$ cat src/rtl/red_pkg.sv
// red_pkg: shared types and constants for the RED byte-reduction sequencer.
//   red_state_t  : sequencer state encoding
//   RED_STEPS    : number of slice steps per reduction
//   RED_*_W      : operand, byte and nibble widths
//   red_ref()    : plain-arithmetic reference of the reduction result
package red_pkg;

  localparam int RED_STEPS  = 7;
  localparam int RED_W      = 16;
  localparam int RED_BYTE_W = 8;
  localparam int RED_NIB_W  = 4;

  typedef enum logic [3:0] {
    ST_IDLE,
    ST_A0,
    ST_A1,
    ST_B0,
    ST_B1,
    ST_F0,
    ST_F1,
    ST_F2,
    ST_DONE
  } red_state_t;

  // Sum of the four bytes of a and b, sign- or zero-extended to 16 bits.
  function automatic logic [RED_W-1:0] red_ref(input logic [RED_W-1:0] a,
                                               input logic [RED_W-1:0] b,
                                               input logic signed_mode);
    logic [11:0] s;
    s = {{4{signed_mode & a[15]}}, a[15:8]} + {{4{signed_mode & a[7]}}, a[7:0]}
      + {{4{signed_mode & b[15]}}, b[15:8]} + {{4{signed_mode & b[7]}}, b[7:0]};
    return {{4{signed_mode & s[11]}}, s};
  endfunction

endpackage

$ cat src/rtl/red_seq_if.sv
// red_seq_if: request/result handshake bundle of the RED sequencer.
//   master : execute-stage side (drives operands, flush, out_ready)
//   slave  : sequencer side (drives in_ready, out_valid, result)
interface red_seq_if;
  logic        in_valid;
  logic        in_ready;
  logic [15:0] a;
  logic [15:0] b;
  logic        flush;
  logic        out_valid;
  logic        out_ready;
  logic [15:0] result;

  modport master (output in_valid, a, b, flush, out_ready,
                  input  in_ready, out_valid, result);
  modport slave  (input  in_valid, a, b, flush, out_ready,
                  output in_ready, out_valid, result);
endinterface

$ cat src/rtl/red_seq_cla.sv
// CLA_adder_4: 4-bit carry-lookahead adder slice.
//   a, b : nibble operands    cin  : carry in
//   sum  : nibble sum         cout : carry out
module CLA_adder_4 (
  input  logic [3:0] a,
  input  logic [3:0] b,
  input  logic       cin,
  output logic [3:0] sum,
  output logic       cout
);
  logic [3:0] g;
  logic [3:0] p;
  logic [4:0] c;

  assign g = a & b;
  assign p = a ^ b;

  assign c[0] = cin;
  assign c[1] = g[0] | (p[0] & cin);
  assign c[2] = g[1] | (p[1] & g[0]) | (p[1] & p[0] & cin);
  assign c[3] = g[2] | (p[2] & g[1]) | (p[2] & p[1] & g[0]) | (p[2] & p[1] & p[0] & cin);
  assign c[4] = g[3] | (p[3] & g[2]) | (p[3] & p[2] & g[1]) | (p[3] & p[2] & p[1] & g[0])
              | (p[3] & p[2] & p[1] & p[0] & cin);

  assign sum  = p ^ c[3:0];
  assign cout = c[4];
endmodule

$ cat src/rtl/red_seq.sv
// red_seq: multi-cycle RED byte reduction using one shared 4-bit CLA slice.
//   clk, rst_n : clock, asynchronous active-low reset
//   bus        : red_seq_if.slave (in_valid/in_ready/a/b/flush,
//                out_valid/out_ready/result)
//   SIGNED     : 1 = signed byte sum, sign-extended; 0 = unsigned, zero-extended
// Optional build macro RED_SEQ_B2B_EN: accept the next request in DONE while
// the current result is handed off, skipping the IDLE cycle.
module red_seq
  import red_pkg::*;
#(
  parameter bit SIGNED = 1'b1
) (
  input  logic     clk,
  input  logic     rst_n,
  red_seq_if.slave bus
);

  red_state_t        state_q, state_d;
  logic [RED_W-1:0]  a_q, a_d, b_q, b_d;
  logic [8:0]        sa_q, sa_d, sb_q, sb_d;
  logic              carry_q, carry_d;
  logic [RED_W-1:0]  result_q, result_d;

  logic              in_ready, out_valid, accept;
  logic [RED_NIB_W-1:0] add_a, add_b, add_sum;
  logic              add_cin, add_cout;

  CLA_adder_4 u_cla (
    .a    (add_a),
    .b    (add_b),
    .cin  (add_cin),
    .sum  (add_sum),
    .cout (add_cout)
  );

  always_ff @(posedge clk or negedge rst_n) begin
    if (!rst_n) begin
      state_q  <= ST_IDLE;
      a_q      <= '0;
      b_q      <= '0;
      sa_q     <= '0;
      sb_q     <= '0;
      carry_q  <= 1'b0;
      result_q <= '0;
    end else begin
      state_q  <= state_d;
      a_q      <= a_d;
      b_q      <= b_d;
      sa_q     <= sa_d;
      sb_q     <= sb_d;
      carry_q  <= carry_d;
      result_q <= result_d;
    end
  end

  always_comb begin
    state_d = state_q;
    if (bus.flush) begin
      state_d = ST_IDLE;
    end else begin
      case (state_q)
        ST_IDLE: if (accept) state_d = ST_A0;
        ST_A0:   state_d = ST_A1;
        ST_A1:   state_d = ST_B0;
        ST_B0:   state_d = ST_B1;
        ST_B1:   state_d = ST_F0;
        ST_F0:   state_d = ST_F1;
        ST_F1:   state_d = ST_F2;
        ST_F2:   state_d = ST_DONE;
        // accept can only be true here in the back-to-back build
        ST_DONE: if (bus.out_ready) state_d = accept ? ST_A0 : ST_IDLE;
        default: state_d = ST_IDLE;
      endcase
    end
  end

  always_comb begin
    in_ready  = 1'b0;
    out_valid = 1'b0;
    case (state_q)
      ST_IDLE: in_ready = 1'b1;
      ST_DONE: begin
        out_valid = 1'b1;
`ifdef RED_SEQ_B2B_EN
        in_ready = bus.out_ready;
`else
        in_ready = 1'b0;
`endif
      end
      default: ;
    endcase
  end

  assign accept        = bus.in_valid && in_ready && !bus.flush;
  assign bus.in_ready  = in_ready;
  assign bus.out_valid = out_valid;
  assign bus.result    = result_q;

  // Slice operand/cin muxing and partial-result capture. A flush suppresses
  // every datapath update so an aborted operation leaves nothing behind.
  always_comb begin
    add_a    = '0;
    add_b    = '0;
    add_cin  = 1'b0;
    a_d      = a_q;
    b_d      = b_q;
    sa_d     = sa_q;
    sb_d     = sb_q;
    carry_d  = carry_q;
    result_d = result_q;

    case (state_q)
      ST_A0: begin add_a = a_q[3:0];  add_b = a_q[11:8];  end
      ST_A1: begin add_a = a_q[7:4];  add_b = a_q[15:12]; add_cin = carry_q; end
      ST_B0: begin add_a = b_q[3:0];  add_b = b_q[11:8];  end
      ST_B1: begin add_a = b_q[7:4];  add_b = b_q[15:12]; add_cin = carry_q; end
      ST_F0: begin add_a = sa_q[3:0]; add_b = sb_q[3:0];  end
      ST_F1: begin add_a = sa_q[7:4]; add_b = sb_q[7:4];  add_cin = carry_q; end
      ST_F2: begin
        add_a   = SIGNED ? {4{sa_q[8]}} : {3'b000, sa_q[8]};
        add_b   = SIGNED ? {4{sb_q[8]}} : {3'b000, sb_q[8]};
        add_cin = carry_q;
      end
      default: ;
    endcase

    if (!bus.flush) begin
      if (accept) begin
        a_d = bus.a;
        b_d = bus.b;
      end
      case (state_q)
        ST_A0: begin sa_d[3:0] = add_sum; carry_d = add_cout; end
        ST_A1: begin
          sa_d[7:4] = add_sum;
          // Signed 9-bit sign bit: operand signs xor the carry out of bit 7.
          sa_d[8]   = SIGNED ? (a_q[7] ^ a_q[15] ^ add_cout) : add_cout;
          carry_d   = add_cout;
        end
        ST_B0: begin sb_d[3:0] = add_sum; carry_d = add_cout; end
        ST_B1: begin
          sb_d[7:4] = add_sum;
          sb_d[8]   = SIGNED ? (b_q[7] ^ b_q[15] ^ add_cout) : add_cout;
          carry_d   = add_cout;
        end
        ST_F0: begin result_d[3:0] = add_sum; carry_d = add_cout; end
        ST_F1: begin result_d[7:4] = add_sum; carry_d = add_cout; end
        ST_F2: begin
          result_d[8]    = add_sum[0];
          result_d[15:9] = SIGNED ? {7{add_sum[1]}} : {6'b000000, add_sum[1]};
        end
        default: ;
      endcase
    end
  end

endmodule

$ cat src/flat_wrapper.sv
// flat-port wrapper written by rule: the top's interface ports become plain ports
module red_seq_flat import red_pkg::*;
#(
  parameter bit SIGNED = 1'b1
)
  (clk, rst_n, bus_in_valid, bus_a, bus_b, bus_flush, bus_out_ready, bus_in_ready, bus_out_valid, bus_result);
  red_seq_if bus_i ();
  input  logic clk;
  input  logic rst_n;
  input wire logic [$bits(bus_i.in_valid)-1:0] bus_in_valid;
  input wire logic [$bits(bus_i.a)-1:0] bus_a;
  input wire logic [$bits(bus_i.b)-1:0] bus_b;
  input wire logic [$bits(bus_i.flush)-1:0] bus_flush;
  input wire logic [$bits(bus_i.out_ready)-1:0] bus_out_ready;
  output wire logic [$bits(bus_i.in_ready)-1:0] bus_in_ready;
  output wire logic [$bits(bus_i.out_valid)-1:0] bus_out_valid;
  output wire logic [$bits(bus_i.result)-1:0] bus_result;
  assign bus_i.in_valid = bus_in_valid;
  assign bus_i.a = bus_a;
  assign bus_i.b = bus_b;
  assign bus_i.flush = bus_flush;
  assign bus_i.out_ready = bus_out_ready;
  assign bus_in_ready = bus_i.in_ready;
  assign bus_out_valid = bus_i.out_valid;
  assign bus_result = bus_i.result;
  red_seq #(.SIGNED(SIGNED)) u_core (.clk(clk), .rst_n(rst_n), .bus(bus_i));
endmodule
$ cat config.mk
export PLATFORM = sky130hd
export DESIGN_NAME = red_seq_flat
export DESIGN_NICKNAME = d
export VERILOG_FILES = /design/src/rtl/red_pkg.sv /design/src/rtl/red_seq_if.sv /design/src/rtl/red_seq_cla.sv /design/src/rtl/red_seq.sv /design/src/flat_wrapper.sv
export SDC_FILE = /design/constraint.sdc
export NUM_CORES = 1
export LEC_CHECK = 0
export CAP_MARGIN = 20
export CORE_MARGIN = 2
export CORE_UTILIZATION = 25
export DETAILED_ROUTE_END_ITERATION = 12
export GPL_TIMING_DRIVEN = 0
export HOLD_SLACK_MARGIN = 0.15
export PLACE_DENSITY = 0.46
export SYNTH_ARGS = -nofsm -noshare
export SYNTH_HDL_FRONTEND = slang
export SYNTH_SLANG_ARGS = --single-unit
$ cat constraint.sdc
create_clock -name clk -period 2.54 [get_ports clk]
set_input_delay 0.381 -clock clk [delete_from_list [all_inputs] [get_ports clk]]
set_output_delay 0.381 -clock clk [all_outputs]
set_load 0.05 [all_outputs]
==> metrics.txt <==
# TYPE chip_impl_metric gauge
chip_impl_metric{name="fillCellCount",unit=""} 1310
chip_impl_metric{name="globalRouteTotalUtil",unit="%"} 12.7
chip_impl_metric{name="postRouteWirelength",unit="microns"} 8710
chip_impl_metric{name="ys.warnings.count",unit=""} 0
chip_impl_metric{name="power_per_cell_area",unit="nW/um^2"} 793
chip_impl_metric{name="detail_route.iter0.violations",unit=""} 83
chip_impl_metric{name="layout-drive-gt1-share",unit="%"} 42.8
chip_impl_metric{name="report.final.hold_viol_count",unit=""} 0
chip_impl_metric{name="detail_route.vias_per_cell",unit=""} 4.57
chip_impl_metric{name="placement_rows",unit=""} 41
chip_impl_info{name="top_usage_layer",value="met2"} 1
chip_impl_metric{name="postSynthCellCount",unit=""} 255
chip_impl_metric{name="r2r.worst_path.cells",unit=""} 12
chip_impl_info{name="violations_in_the_final_reports",value="setup timing"} 1
chip_impl_metric{name="worst-path-max-fanout",unit=""} 5
chip_impl_metric{name="number_of_buffers_inserted_by_port_buffering",unit=""} 53
chip_impl_metric{name="area_growth_from_synthesis_to_final_layout",unit="%"} 44.4
chip_impl_info{name="synthTopCellsByArea",value="sky130_fd_sc_hd__dfrtp_1, sky130_fd_sc_hd__mux2_2, sky130_fd_sc_hd__mux2_4"} 1
chip_impl_metric{name="max-clock-path-buffers",unit=""} 2
chip_impl_metric{name="setup-tns-final",unit="ns"} -5.60
chip_impl_metric{name="utilization",unit="%"} 37.4
chip_impl_metric{name="peakVddDrop",unit="mV"} 0.345
chip_impl_metric{name="vias_in_the_first_global_route",unit=""} 2466
chip_impl_metric{name="unique_cell_type_count_in_the_yosys_netlist",unit=""} 48
chip_impl_metric{name="io_pins",unit=""} 55
chip_impl_metric{name="timing.critical_path.arrival",unit="ns"} 3.16
chip_impl_metric{name="slew-limit-headroom",unit="%"} 43.9
chip_impl_metric{name="num_vias",unit=""} 2366
chip_impl_metric{name="design_power_total",unit="W"} 0.00378
chip_impl_metric{name="drt_first_pass_iters",unit=""} 4
chip_impl_metric{name="fin_worst_skew",unit="ns"} 0.00534
chip_impl_metric{name="place.detailed.hpwl",unit="microns"} 6060
chip_impl_metric{name="clk_latency",unit="ns"} 0.33
chip_impl_metric{name="clock.fmax",unit="MHz"} 339
chip_impl_info{name="end_kind",value="flip-flop"} 1
chip_impl_metric{name="slew_violations",unit=""} 0
chip_impl_metric{name="ys_seq_elements",unit=""} 65
chip_impl_info{name="cts_tree",value="built"} 1
chip_impl_metric{name="layout_worst_path_cycle_share",unit="%"} 116
chip_impl_info{name="yosys.area.top_type",value="sky130_fd_sc_hd__dfrtp_1"} 1
chip_impl_metric{name="cts_sinks",unit=""} 65
chip_impl_metric{name="r2r_setup_slack",unit="ns"} -0.41
chip_impl_metric{name="num_antenna_cells",unit=""} 0
chip_impl_info{name="critical_path.slowest_cell",value="sky130_fd_sc_hd__a222oi_1"} 1
chip_impl_info{name="rsz0062_at_grt",value="true"} 1
chip_impl_metric{name="cts_buffers",unit=""} 9
chip_impl_metric{name="post-route-worst-setup-slack",unit="ns"} -0.411
chip_impl_metric{name="syn-cell-area",unit="sq um"} 3300
chip_impl_metric{name="post-route-min-period",unit="ns"} 2.95
chip_impl_metric{name="floorplan.die.width",unit="microns"} 119
chip_impl_info{name="criticalPathCategory",value="flip-flop to flip-flop"} 1
chip_impl_metric{name="htree_num_levels",unit=""} 3
chip_impl_metric{name="gp_congestion",unit=""} 0.862
chip_impl_metric{name="gr-usage-met2",unit="%"} 20.0
chip_impl_metric{name="largest_net_degree_at_the_start_of_global_routing",unit=""} 66
chip_impl_info{name="timing.hold.worst.class",value="input pin to async pin"} 1
chip_impl_metric{name="gr-usage-met3",unit="%"} 3.35
chip_impl_metric{name="grt_antenna_before_repair",unit=""} 0
chip_impl_metric{name="synth_seq_area_share",unit="%"} 49.3
chip_impl_metric{name="first_pass_grt_wire_length",unit="microns"} 13800
chip_impl_metric{name="setup_viol",unit=""} 22
chip_impl_metric{name="gr-usage-met1",unit="%"} 17.2
chip_impl_metric{name="final-seq-area",unit="sq um"} 1630
chip_impl_metric{name="synth_enable_flop_cells",unit=""} 0
chip_impl_metric{name="dieArea",unit="sq um"} 14100
chip_impl_info{name="clockRootBuffer",value="sky130_fd_sc_hd__clkbuf_16"} 1
chip_impl_metric{name="p_leak",unit="nW"} 2.05
chip_impl_metric{name="route.detailed.wl_per_inst",unit="microns"} 16.8
chip_impl_metric{name="slowest_delay",unit="ns"} 0.40
chip_impl_metric{name="drt.antenna.violating_nets",unit=""} 0
chip_impl_metric{name="crit_required",unit="ns"} 2.75
chip_impl_metric{name="drt_drc_violations_left",unit=""} 0
chip_impl_metric{name="tightest_slew",unit="ns"} 0.842
chip_impl_metric{name="timing.max_cap.violations",unit=""} 0
chip_impl_info{name="startpoint_type",value="flip-flop"} 1
chip_impl_metric{name="synthDominantCellAreaShare",unit="%"} 49.3
chip_impl_info{name="status",value="finished with violations"} 1
chip_impl_info{name="crit_path_cell_trace",value="buf_6 > nor2b_4 > a22o_1 > a222oi_1 > nand3_1 > ha_4 > a21o_4 > a21o_1 > nor2_2 > xnor2_2 > buf_4 > mux2_4"} 1
chip_impl_metric{name="finish.net_count",unit=""} 383
chip_impl_metric{name="share_of_synthesized_flip_flops_with_an_asynchronous_set_or_reset",unit="%"} 100
chip_impl_metric{name="start_util",unit="%"} 25.9
chip_impl_metric{name="clock_pin_transition_on_the_worst_setup_and_hold_timing_paths",unit="ns"} 0.05
chip_impl_metric{name="postSynthNetCount",unit=""} 297
chip_impl_metric{name="avg_inst_size_synth",unit="sq um"} 12.9
chip_impl_info{name="synth-main-ff-cell",value="sky130_fd_sc_hd__dfrtp_1"} 1
chip_impl_metric{name="gr-total-overflow",unit=""} 0
chip_impl_metric{name="multi_input_comb_area",unit="sq um"} 1740
chip_impl_metric{name="coreArea",unit="sq um"} 12700
chip_impl_metric{name="die_h",unit="microns"} 119
-- sequential cells by signal, summed over array words and instances (netlist names) --
signal and count:
u_core.a_q 16, u_core.b_q 16, u_core.bus.result 10, u_core.sa_q 9, u_core.carry_q 1, u_core.state_q 4
u_core.sb_q 9
-- repair_timing --
| action | 4_1_cts | 5_1_grt |
|---|---|---|
| resized for setup | 30 | 27 |
| hold buffers | 0 | 0 |
| cloned | 0 | 0 |
| setup buffers | 13 | 10 |
| endpoints found under the setup margin | 30 | 29 |
| pin swaps | 15 | 20 |
-- cells in the final DEF (no fill, tap or decap), types with 3 or more instances in the layout --
cell	netlist	final
sky130_fd_sc_hd__a222oi_1	5	5
sky130_fd_sc_hd__clkbuf_16	0	9
sky130_fd_sc_hd__dfrtp_1	65	63
sky130_fd_sc_hd__nand2_2	0	3
sky130_fd_sc_hd__mux2_4	13	23
sky130_fd_sc_hd__buf_4	8	27
sky130_fd_sc_hd__buf_6	6	10
sky130_fd_sc_hd__clkdlybuf4s50_1	0	50
sky130_fd_sc_hd__nor2_4	0	3
sky130_fd_sc_hd__a22o_1	5	5
sky130_fd_sc_hd__nor3_2	5	3
sky130_fd_sc_hd__a22oi_1	8	8
sky130_fd_sc_hd__nor2_1	9	4
sky130_fd_sc_hd__inv_1	5	5
sky130_fd_sc_hd__o21ai_0	6	4
sky130_fd_sc_hd__clkinv_2	0	3
sky130_fd_sc_hd__mux2i_1	6	6
sky130_fd_sc_hd__nand2_1	17	14
sky130_fd_sc_hd__nand3_1	6	6
sky130_fd_sc_hd__xor2_1	3	3
sky130_fd_sc_hd__mux2_2	40	30
-- final timing paths --
kind                                       from                   end
min in group clk                      bus_flush     u_core.state_q[3]
max                           u_core.state_q[2]  u_core.bus.result[3]
min reg2reg                u_core.bus.result[8]  u_core.bus.result[8]
max reg2reg                   u_core.state_q[2]  u_core.bus.result[3]
max in group asynchronous                 rst_n     u_core.state_q[3]
min                                       rst_n         u_core.b_q[2]
-- through the flow --
stage,setup slack [ns],hold slack [ns],cells,area [sq um]
2_1_floorplan,-0.145,0.0854,255,3330
3_3_place_gp,-1.21,0.470,480,4070
3_5_place_dp,-0.793,0.472,480,4070
4_1_cts,-0.447,0.210,508,4560
5_1_grt,-0.530,0.241,518,4760
6_report,-0.411,0.163,518,4760
-- critical path, delay by kind of cell (launching register included) --
kind / cells / cell delay, ns
and+or+nand+nor: 3 / 0.49
buffers and inverters: 2 / 0.29
xor gates and xnor gates: 1 / 0.09
DFF: 1 / 0.37
AOI/OAI and AO/OA: 4 / 1.04
muxes: 1 / 0.25
adders and majority gates: 1 / 0.29
-- final cells by class --
cell class              instances  area share [%]
clock buffers                  13            5.47
repair buffers                 76            15.2
clock inverters                 3           0.315
well taps                     172            4.52
inverters                       6           0.473
multi-input cells             167            36.6
flip-flops and latches         65            34.2
plain buffers                  16            3.23
-- logic make-up after synthesis --
kind of cell	count (synthesis)	share of synthesized area (%)
mux	60	22.1
fa+ha+maj	5	2.13
flops	65	49.3
compound gates	40	9.41
simple gates	55	9.94
buf+inv	23	5.01
xor+xnor	7	2.09
-- routing by layer --
| metal | up-vias | wire length (microns) |
|---|---|---|
| li1 | 1112 | - |
| met2 | 61 | 4060 |
| met5 | - | 0 |
| met4 | 0 | 102 |
| met1 | 1181 | 4100 |
| met3 | 12 | 447 |
-- cell usage after synthesis, types with 3 or more instances --
library cell and number:
sky130_fd_sc_hd__nor3_2 5, sky130_fd_sc_hd__buf_6 6, sky130_fd_sc_hd__dfrtp_1 65, sky130_fd_sc_hd__xor2_1 3, sky130_fd_sc_hd__xnor2_1 3, sky130_fd_sc_hd__mux2_4 13, sky130_fd_sc_hd__nor2b_1 3, sky130_fd_sc_hd__inv_1 5
sky130_fd_sc_hd__nand3_1 6, sky130_fd_sc_hd__a22o_1 5, sky130_fd_sc_hd__ha_1 4, sky130_fd_sc_hd__nor2_1 9, sky130_fd_sc_hd__a222oi_1 5, sky130_fd_sc_hd__nand2_1 17, sky130_fd_sc_hd__o21ai_0 6, sky130_fd_sc_hd__a22oi_1 8
sky130_fd_sc_hd__buf_4 8, sky130_fd_sc_hd__mux2i_1 6, sky130_fd_sc_hd__mux2_2 40
-- report_power, final --
part	switching (W)	leakage (nW)	internal (W)
logic	0.000509	1.10	0.000622
registers	0.000179	0.807	0.00133
clock network	0.000430	0.139	0.000709
(Power assumes the default switching activity.)
